File: config.mk
export PLATFORM = sky130hd
export DESIGN_NAME = spi_target
export DESIGN_NICKNAME = d
export VERILOG_FILES = /design/src/rtl/spi_target.sv
export SDC_FILE = /design/constraint.sdc
export NUM_CORES = 1
export LEC_CHECK = 0
export ABC_AREA = 0
export CORE_ASPECT_RATIO = 1.25
export CORE_MARGIN = 2
export CORE_UTILIZATION = 57
export DETAILED_ROUTE_END_ITERATION = 8
export PLACE_DENSITY = 0.87
export SYNTH_ARGS = -nofsm -noshare
export SYNTH_HDL_FRONTEND = slang
export SYNTH_SLANG_ARGS = --single-unit
File: constraint.sdc
create_clock -name io_clock -period 3.8 [get_ports io_clock]
set_input_delay 0.95 -clock io_clock [delete_from_list [all_inputs] [get_ports io_clock]]
set_output_delay 0.95 -clock io_clock [all_outputs]
set_load 0.02 [all_outputs]
File: src/rtl/spi_target.sv
// SPI target (responder): oversamples SCLK/SS/MOSI in the io_clock domain,
// deserialises MOSI into words, and serialises queued TX words onto MISO,
// MSB first, in the SPI mode selected by CPOL/CPHA.
module spi_target #(
    parameter int                    DATA_WIDTH = 8,
    parameter bit                    CPOL       = 1'b0,
    parameter bit                    CPHA       = 1'b0,
    parameter logic [DATA_WIDTH-1:0] IDLE_WORD  = '1
) (
    input  logic                  io_clock,
    input  logic                  io_resetn,
    input  logic                  io_spi_sclk,
    input  logic                  io_spi_ss,
    input  logic                  io_spi_mosi,
    output logic                  io_spi_miso,
    output logic                  io_spi_miso_oe,
    input  logic                  io_tx_valid,
    output logic                  io_tx_ready,
    input  logic [DATA_WIDTH-1:0] io_tx_payload,
    output logic                  io_rx_valid,
    output logic [DATA_WIDTH-1:0] io_rx_payload,
    output logic                  io_tx_underrun,
    output logic                  io_busy
);

    localparam int               CNT_W    = (DATA_WIDTH > 1) ? $clog2(DATA_WIDTH) : 1;
    localparam logic [CNT_W-1:0] LAST_BIT = CNT_W'(DATA_WIDTH - 1);

    typedef enum logic {
        ST_IDLE,
        ST_ACTIVE
    } state_t;

    // Synchroniser chains; sclk has a third stage used only for edge detection
    logic sclk_meta;
    logic sclk_sync;
    logic sclk_prev;
    logic ss_meta;
    logic ss_sync;
    logic mosi_meta;
    logic mosi_sync;

    // Edge classification derived from the synchronised clock
    logic leading_edge;
    logic trailing_edge;
    logic sample_edge;
    logic drive_edge;

    // FSM state and per-cycle actions
    state_t state;
    state_t state_next;
    logic   enter_frame;
    logic   leave_frame;
    logic   do_sample;
    logic   do_drive;

    // Datapath
    logic [CNT_W-1:0]      bit_cnt;
    logic [DATA_WIDTH-1:0] rx_shift;
    logic [DATA_WIDTH-1:0] rx_word;
    logic [DATA_WIDTH-1:0] tx_shift;
    logic [DATA_WIDTH-1:0] hold_data;
    logic                  hold_full;
    logic                  word_done;
    logic                  load_tx;
    logic                  accept_tx;

    // Two-flop synchronisers for the asynchronous SPI pins; reset to idle bus levels
    always_ff @(posedge io_clock or negedge io_resetn) begin
        if (!io_resetn) begin
            sclk_meta <= CPOL;
            sclk_sync <= CPOL;
            sclk_prev <= CPOL;
            ss_meta   <= 1'b1;
            ss_sync   <= 1'b1;
            mosi_meta <= 1'b0;
            mosi_sync <= 1'b0;
        end else begin
            sclk_meta <= io_spi_sclk;
            sclk_sync <= sclk_meta;
            sclk_prev <= sclk_sync;
            ss_meta   <= io_spi_ss;
            ss_sync   <= ss_meta;
            mosi_meta <= io_spi_mosi;
            mosi_sync <= mosi_meta;
        end
    end

    // Leading edge leaves the idle level, trailing edge returns to it;
    // CPHA picks which one samples MOSI and which one advances MISO
    always_comb begin
        leading_edge  = (sclk_prev == CPOL) && (sclk_sync != CPOL);
        trailing_edge = (sclk_prev != CPOL) && (sclk_sync == CPOL);
        sample_edge   = CPHA ? trailing_edge : leading_edge;
        drive_edge    = CPHA ? leading_edge : trailing_edge;
    end

    // Frame state register
    always_ff @(posedge io_clock or negedge io_resetn) begin
        if (!io_resetn) begin
            state <= ST_IDLE;
        end else begin
            state <= state_next;
        end
    end

    // Frame FSM: the state trails ss_sync by one cycle, so a mismatch marks
    // the frame entry/exit cycle; SCLK edges only count inside a frame
    always_comb begin
        state_next  = state;
        enter_frame = 1'b0;
        leave_frame = 1'b0;
        do_sample   = 1'b0;
        do_drive    = 1'b0;
        case (state)
            ST_IDLE: begin
                if (!ss_sync) begin
                    state_next  = ST_ACTIVE;
                    enter_frame = 1'b1;
                end
            end
            ST_ACTIVE: begin
                if (ss_sync) begin
                    state_next  = ST_IDLE;
                    leave_frame = 1'b1;
                end else begin
                    do_sample = sample_edge;
                    do_drive  = drive_edge;
                end
            end
            default: begin
                state_next = ST_IDLE;
            end
        endcase
    end

    // Word boundary, TX reload and TX handshake decisions
    always_comb begin
        rx_word   = {rx_shift[DATA_WIDTH-2:0], mosi_sync};
        word_done = do_sample && (bit_cnt == LAST_BIT);
        load_tx   = enter_frame || word_done;
        accept_tx = io_tx_valid && !hold_full;
    end

    // Bit counter restarts on every frame boundary and wraps at each word end
    always_ff @(posedge io_clock or negedge io_resetn) begin
        if (!io_resetn) begin
            bit_cnt <= '0;
        end else if (enter_frame || leave_frame) begin
            bit_cnt <= '0;
        end else if (do_sample) begin
            if (word_done) begin
                bit_cnt <= '0;
            end else begin
                bit_cnt <= bit_cnt + 1'b1;
            end
        end
    end

    // RX shift register; a partial word is thrown away when the frame ends
    always_ff @(posedge io_clock or negedge io_resetn) begin
        if (!io_resetn) begin
            rx_shift <= '0;
        end else if (enter_frame || leave_frame) begin
            rx_shift <= '0;
        end else if (do_sample) begin
            rx_shift <= rx_word;
        end
    end

    // Completed RX word is published with a single-cycle valid pulse and held
    always_ff @(posedge io_clock or negedge io_resetn) begin
        if (!io_resetn) begin
            io_rx_valid   <= 1'b0;
            io_rx_payload <= '0;
        end else begin
            io_rx_valid <= word_done;
            if (word_done) begin
                io_rx_payload <= rx_word;
            end
        end
    end

    // TX shift register: reload from the holding register (or the idle word)
    // at frame start and word end; the first drive edge of each word does not
    // shift so the fresh MSB stays on MISO for a full bit time
    always_ff @(posedge io_clock or negedge io_resetn) begin
        if (!io_resetn) begin
            tx_shift <= '0;
        end else if (leave_frame) begin
            tx_shift <= '0;
        end else if (load_tx) begin
            tx_shift <= hold_full ? hold_data : IDLE_WORD;
        end else if (do_drive && (bit_cnt != '0)) begin
            tx_shift <= {tx_shift[DATA_WIDTH-2:0], 1'b0};
        end
    end

    // Underrun pulse whenever a reload finds the holding register empty
    always_ff @(posedge io_clock or negedge io_resetn) begin
        if (!io_resetn) begin
            io_tx_underrun <= 1'b0;
        end else begin
            io_tx_underrun <= load_tx && !hold_full;
        end
    end

    // Single-entry TX holding register; an accept can only happen while empty,
    // so a same-cycle reload has already taken the idle word
    always_ff @(posedge io_clock or negedge io_resetn) begin
        if (!io_resetn) begin
            hold_data <= '0;
            hold_full <= 1'b0;
        end else if (accept_tx) begin
            hold_data <= io_tx_payload;
            hold_full <= 1'b1;
        end else if (load_tx && hold_full) begin
            hold_full <= 1'b0;
        end
    end

    // Output pins follow the TX MSB and the synchronised select
    always_comb begin
        io_spi_miso    = tx_shift[DATA_WIDTH-1];
        io_spi_miso_oe = ~ss_sync;
        io_busy        = ~ss_sync;
        io_tx_ready    = ~hold_full;
    end

endmodule

==> impl_results.rst <==
.. list-table::
   :header-rows: 1

   * - Metric
     - Value
   * - Status
     - finished clean
   * - Number of standard cells in the final layout excluding fillers
     - 210
   * - Number of nets with antenna violations after detailed routing
     - 0
   * - Number of design-rule violations left by the first detailed-router iteration
     - 21
   * - Worst-margin pin slew
     - 961 ps
   * - Number of enable-type register cells in the synthesized netlist
     - 0
   * - Cell count after placement
     - 202
   * - Maximum number of pins on one net before global-route repair
     - 46
   * - Number of storage elements in the synthesis netlist
     - 45
   * - Total DRC errors in the routed layout
     - 0
   * - Count of TritonRoute iterations in the first routing pass
     - 4
   * - Setup Fix Bufs, Post-CTS
     - 0
   * - Num Clock Sinks
     - 45
   * - Slew Limit Headroom
     - 35.9%
   * - Post-synthesis to final-layout area growth
     - 18.7%
   * - List of cells traversed by the critical path
     - inv_1 -> clkdlybuf4s50_1
   * - Master of the slowest instance on the critical path
     - sky130_fd_sc_hd__dfstp_2
   * - Highest Clock Rate
     - 410 MHz
   * - Clock power frac
     - 30.0%
   * - Nets in the synthesized netlist
     - 164
   * - Required time of the worst setup path
     - between 2000 and 3000 ps
   * - Classification of the worst-slack hold path
     - flip-flop to flip-flop
   * - Dominant synthesized flop cell
     - sky130_fd_sc_hd__dfrtp_1
   * - I/O Buffers
     - 27
   * - End of the worst register-to-register path
     - tx_shift[0]
   * - Commonest non-fill, non-tap cells in the layout
     - sky130_fd_sc_hd__dfrtp_1 (43), sky130_fd_sc_hd__clkdlybuf4s50_1 (26), sky130_fd_sc_hd__nand2_1 (19)
   * - Post-layout net count
     - 191
   * - Critical path type
     - flip-flop to output port
   * - Mapped Avg Cell Area
     - roughly 13 sq um
   * - Starting utilization of the core area
     - 59.8%
   * - Final critical path time including I/O delays and setup
     - between 2000 and 2500 ps
   * - Area inside the core boundary
     - 3190 sq um
   * - Aggregate negative setup slack
     - 0 ps
   * - Final number of max-transition violations
     - 0
   * - LEAKAGE
     - 1.07 nW
   * - Clock root buffer master
     - sky130_fd_sc_hd__clkbuf_8
   * - Total die area
     - about 3800 sq um
   * - Number of cells on the worst hold path
     - 0
   * - Final number of hold-violating endpoints
     - 0
   * - PD cells
     - 446 nW/um^2
   * - Via count of the first global-routing pass
     - 1,273
   * - Width of the die
     - around 56 um
   * - Setup Viol. Count Final
     - 0
   * - Proportion of synthesized chip area in sequential cells
     - 59.1%
   * - Via count
     - 1,178
   * - Internal power contribution
     - 0.000756 W
   * - Proportion of layout cells with a drive suffix above 1
     - between 10% and 20%
   * - Switching part of the total
     - 25.3%
   * - Post-Syn Area
     - ~1900 sq um
   * - Async set-or-reset flop fraction in the synthesized netlist
     - 100%
   * - Worst EP arrival
     - 1490 ps
   * - CTS tree
     - yes
   * - Cells after Synth
     - 145
   * - Gr usage total
     - 21.3%
   * - Initial antenna violation count
     - 0
   * - TritonCTS Buffers
     - 5
   * - Proportion of power drawn by flip-flops and latches
     - 56.6%
   * - Worst-path clk slew
     - 80 ps
   * - Final setup skew
     - between 6 and 7 ps
   * - Sum of overflow across all layers after global routing
     - 0
   * - Final WL
     - 3540 um
   * - Maximum fanout encountered on the critical timing path
     - 4
   * - Antenna diode count
     - 0
   * - Post-synthesis cell type count
     - 29
   * - Buffers from clock root to sink, at most
     - 2
   * - First-pass GRT wire length
     - 6110 um
   * - Wire length per cell after detailed routing
     - 16.9 um
   * - Most common library cell in the layout ignoring fill and taps
     - sky130_fd_sc_hd__dfrtp_1
   * - Logic gate share of total power
     - between 10% and 20%
   * - Count of cells along the worst register-to-register path
     - 5
   * - Hold EP
     - sclk_sync
   * - Half-perimeter wire length of the detailed placement result
     - 2550 um
   * - Resized cells post-CTS
     - 0
   * - Global placement routability congestion
     - around 0.74
   * - Setup repair after global routing missed its margin
     - no
   * - Max stage delay on crit path
     - 560 ps
   * - Net switching power
     - between 0.0002 and 0.0003 W
   * - R2R setup slack
     - 1720 ps
   * - R2R Path Start
     - bit_cnt[0]
   * - # IOs
     - 28
   * - CP endpoint kind
     - output port
   * - Hold path start
     - sclk_meta
   * - Placement row count
     - 23
   * - Via-per-instance ratio
     - approximately 5.6
   * - Source-to-sink clock delay at the later pin of the worst-skew pair
     - 290 ps
   * - Height of the chip
     - 68.7 um
   * - Hold buffer count at cts
     - 0
   * - Highest ir drop seen on vdd
     - 0.000357 V
   * - Maximum capacitance violations
     - 0
   * - Critical Path Source Type
     - flip-flop
   * - Maximum level of the CTS H-tree
     - 2
   * - Fraction of the cycle the final worst path needs
     - 64.1%
   * - Yosys Warn Count
     - 0
-- layer usage --
layer	vias up	routed length, um	share of wire (%)	track usage (%)
met5	-	0	0	0
met4	0	117	3.3	12.8
met3	14	128	3.6	5.04
met2	29	1920	54	38.2
met1	582	1380	39	23.4
li1	553	-	-	-
-- Yosys cell counts, drive strengths merged (2+ instances only) --
master | instances | share of area, %
nand2 | 20 | 4.8
dfrtp | 43 | 56
dfstp | 2 | 2.8
mux2 | 16 | 11
a211oi | 8 | 3.1
buf | 6 | 2.4
nand3b | 2 | 0.79
nor2 | 8 | 1.6
mux2i | 7 | 3.7
ha | 5 | 3.3
nor2b | 2 | 0.65
inv | 6 | 1.2
a21boi | 10 | 3.9
-- power groups by stage --
stage / combinational [W] / sequential, W / clock [W]
final: 0.000136 / 0.000573 / 0.000303
after global routing: 0.000149 / 0.000581 / 0.000332
after CTS: 0.000138 / 0.000574 / 0.000310
after detailed placement: 0.000137 / 0.000583 / 0
after global placement: 0.000128 / 0.000577 / 0
after floorplan: 0.0000870 / 0.000572 / 0
-- flip-flops by register name, indices dropped and copies added (netlist names), 3 cells and up --
| signal | flops |
|---|---|
| bit_cnt | 3 |
| hold_data | 8 |
| io_rx_payload | 8 |
| rx_shift | 7 |
| tx_shift | 8 |
-- layout make-up --
cell class | count | area (sq um)
inverter | 6 | 22.5
clock inverter | 2 | 13.8
fill | 229 | 926
timing repair buffer | 27 | 265
tap | 37 | 46.3
sequential | 45 | 1130
multi-input combinational | 87 | 709
clock buffer | 6 | 82.6
-- logic make-up after synthesis --
kind of cell	after synthesis	synth area share [%]
flip-flops	45	59.1
AND/OR/NAND/NOR	38	10.3
multiplexers	23	14.7
AO/OA/AOI/OAI	21	8.84
buffers and inverters	13	3.80
adder cells (fa/ha/maj)	5	3.27
-- through the flow --
step	setup slack [ps]	power (W)	utilization (%)	instance area, sq um	hold slack [ps]
final	1360	0.00101	71.0	2270	363
after global routing	1300	0.00106	71.0	2270	368
after CTS	1350	0.00102	71.0	2270	364
after detailed placement	1280	0.000721	68.0	2170	348
after global placement	1350	0.000705	68.0	2170	333
after floorplan	2020	0.000659	-	1910	331
-- worst max-delay path by stage --
| stage | from | end | slack (ps) |
|---|---|---|---|
| global placement | io_tx_valid | hold_data[0] | 1350 |
| global route | ss_sync | io_busy | 1300 |
| floorplan | ss_sync | io_spi_miso_oe | 2020 |
| CTS | ss_sync | io_busy | 1350 |
| finish | ss_sync | io_busy | 1360 |
| detailed placement | io_tx_valid | hold_data[5] | 1280 |
-- critical path: cells and delay by family, from the launching register on --
kind	cells	cell delay, ps
flip-flops	1	560
buffers and inverters	2	630
No activity file was read; power rests on OpenSTA's default activity.
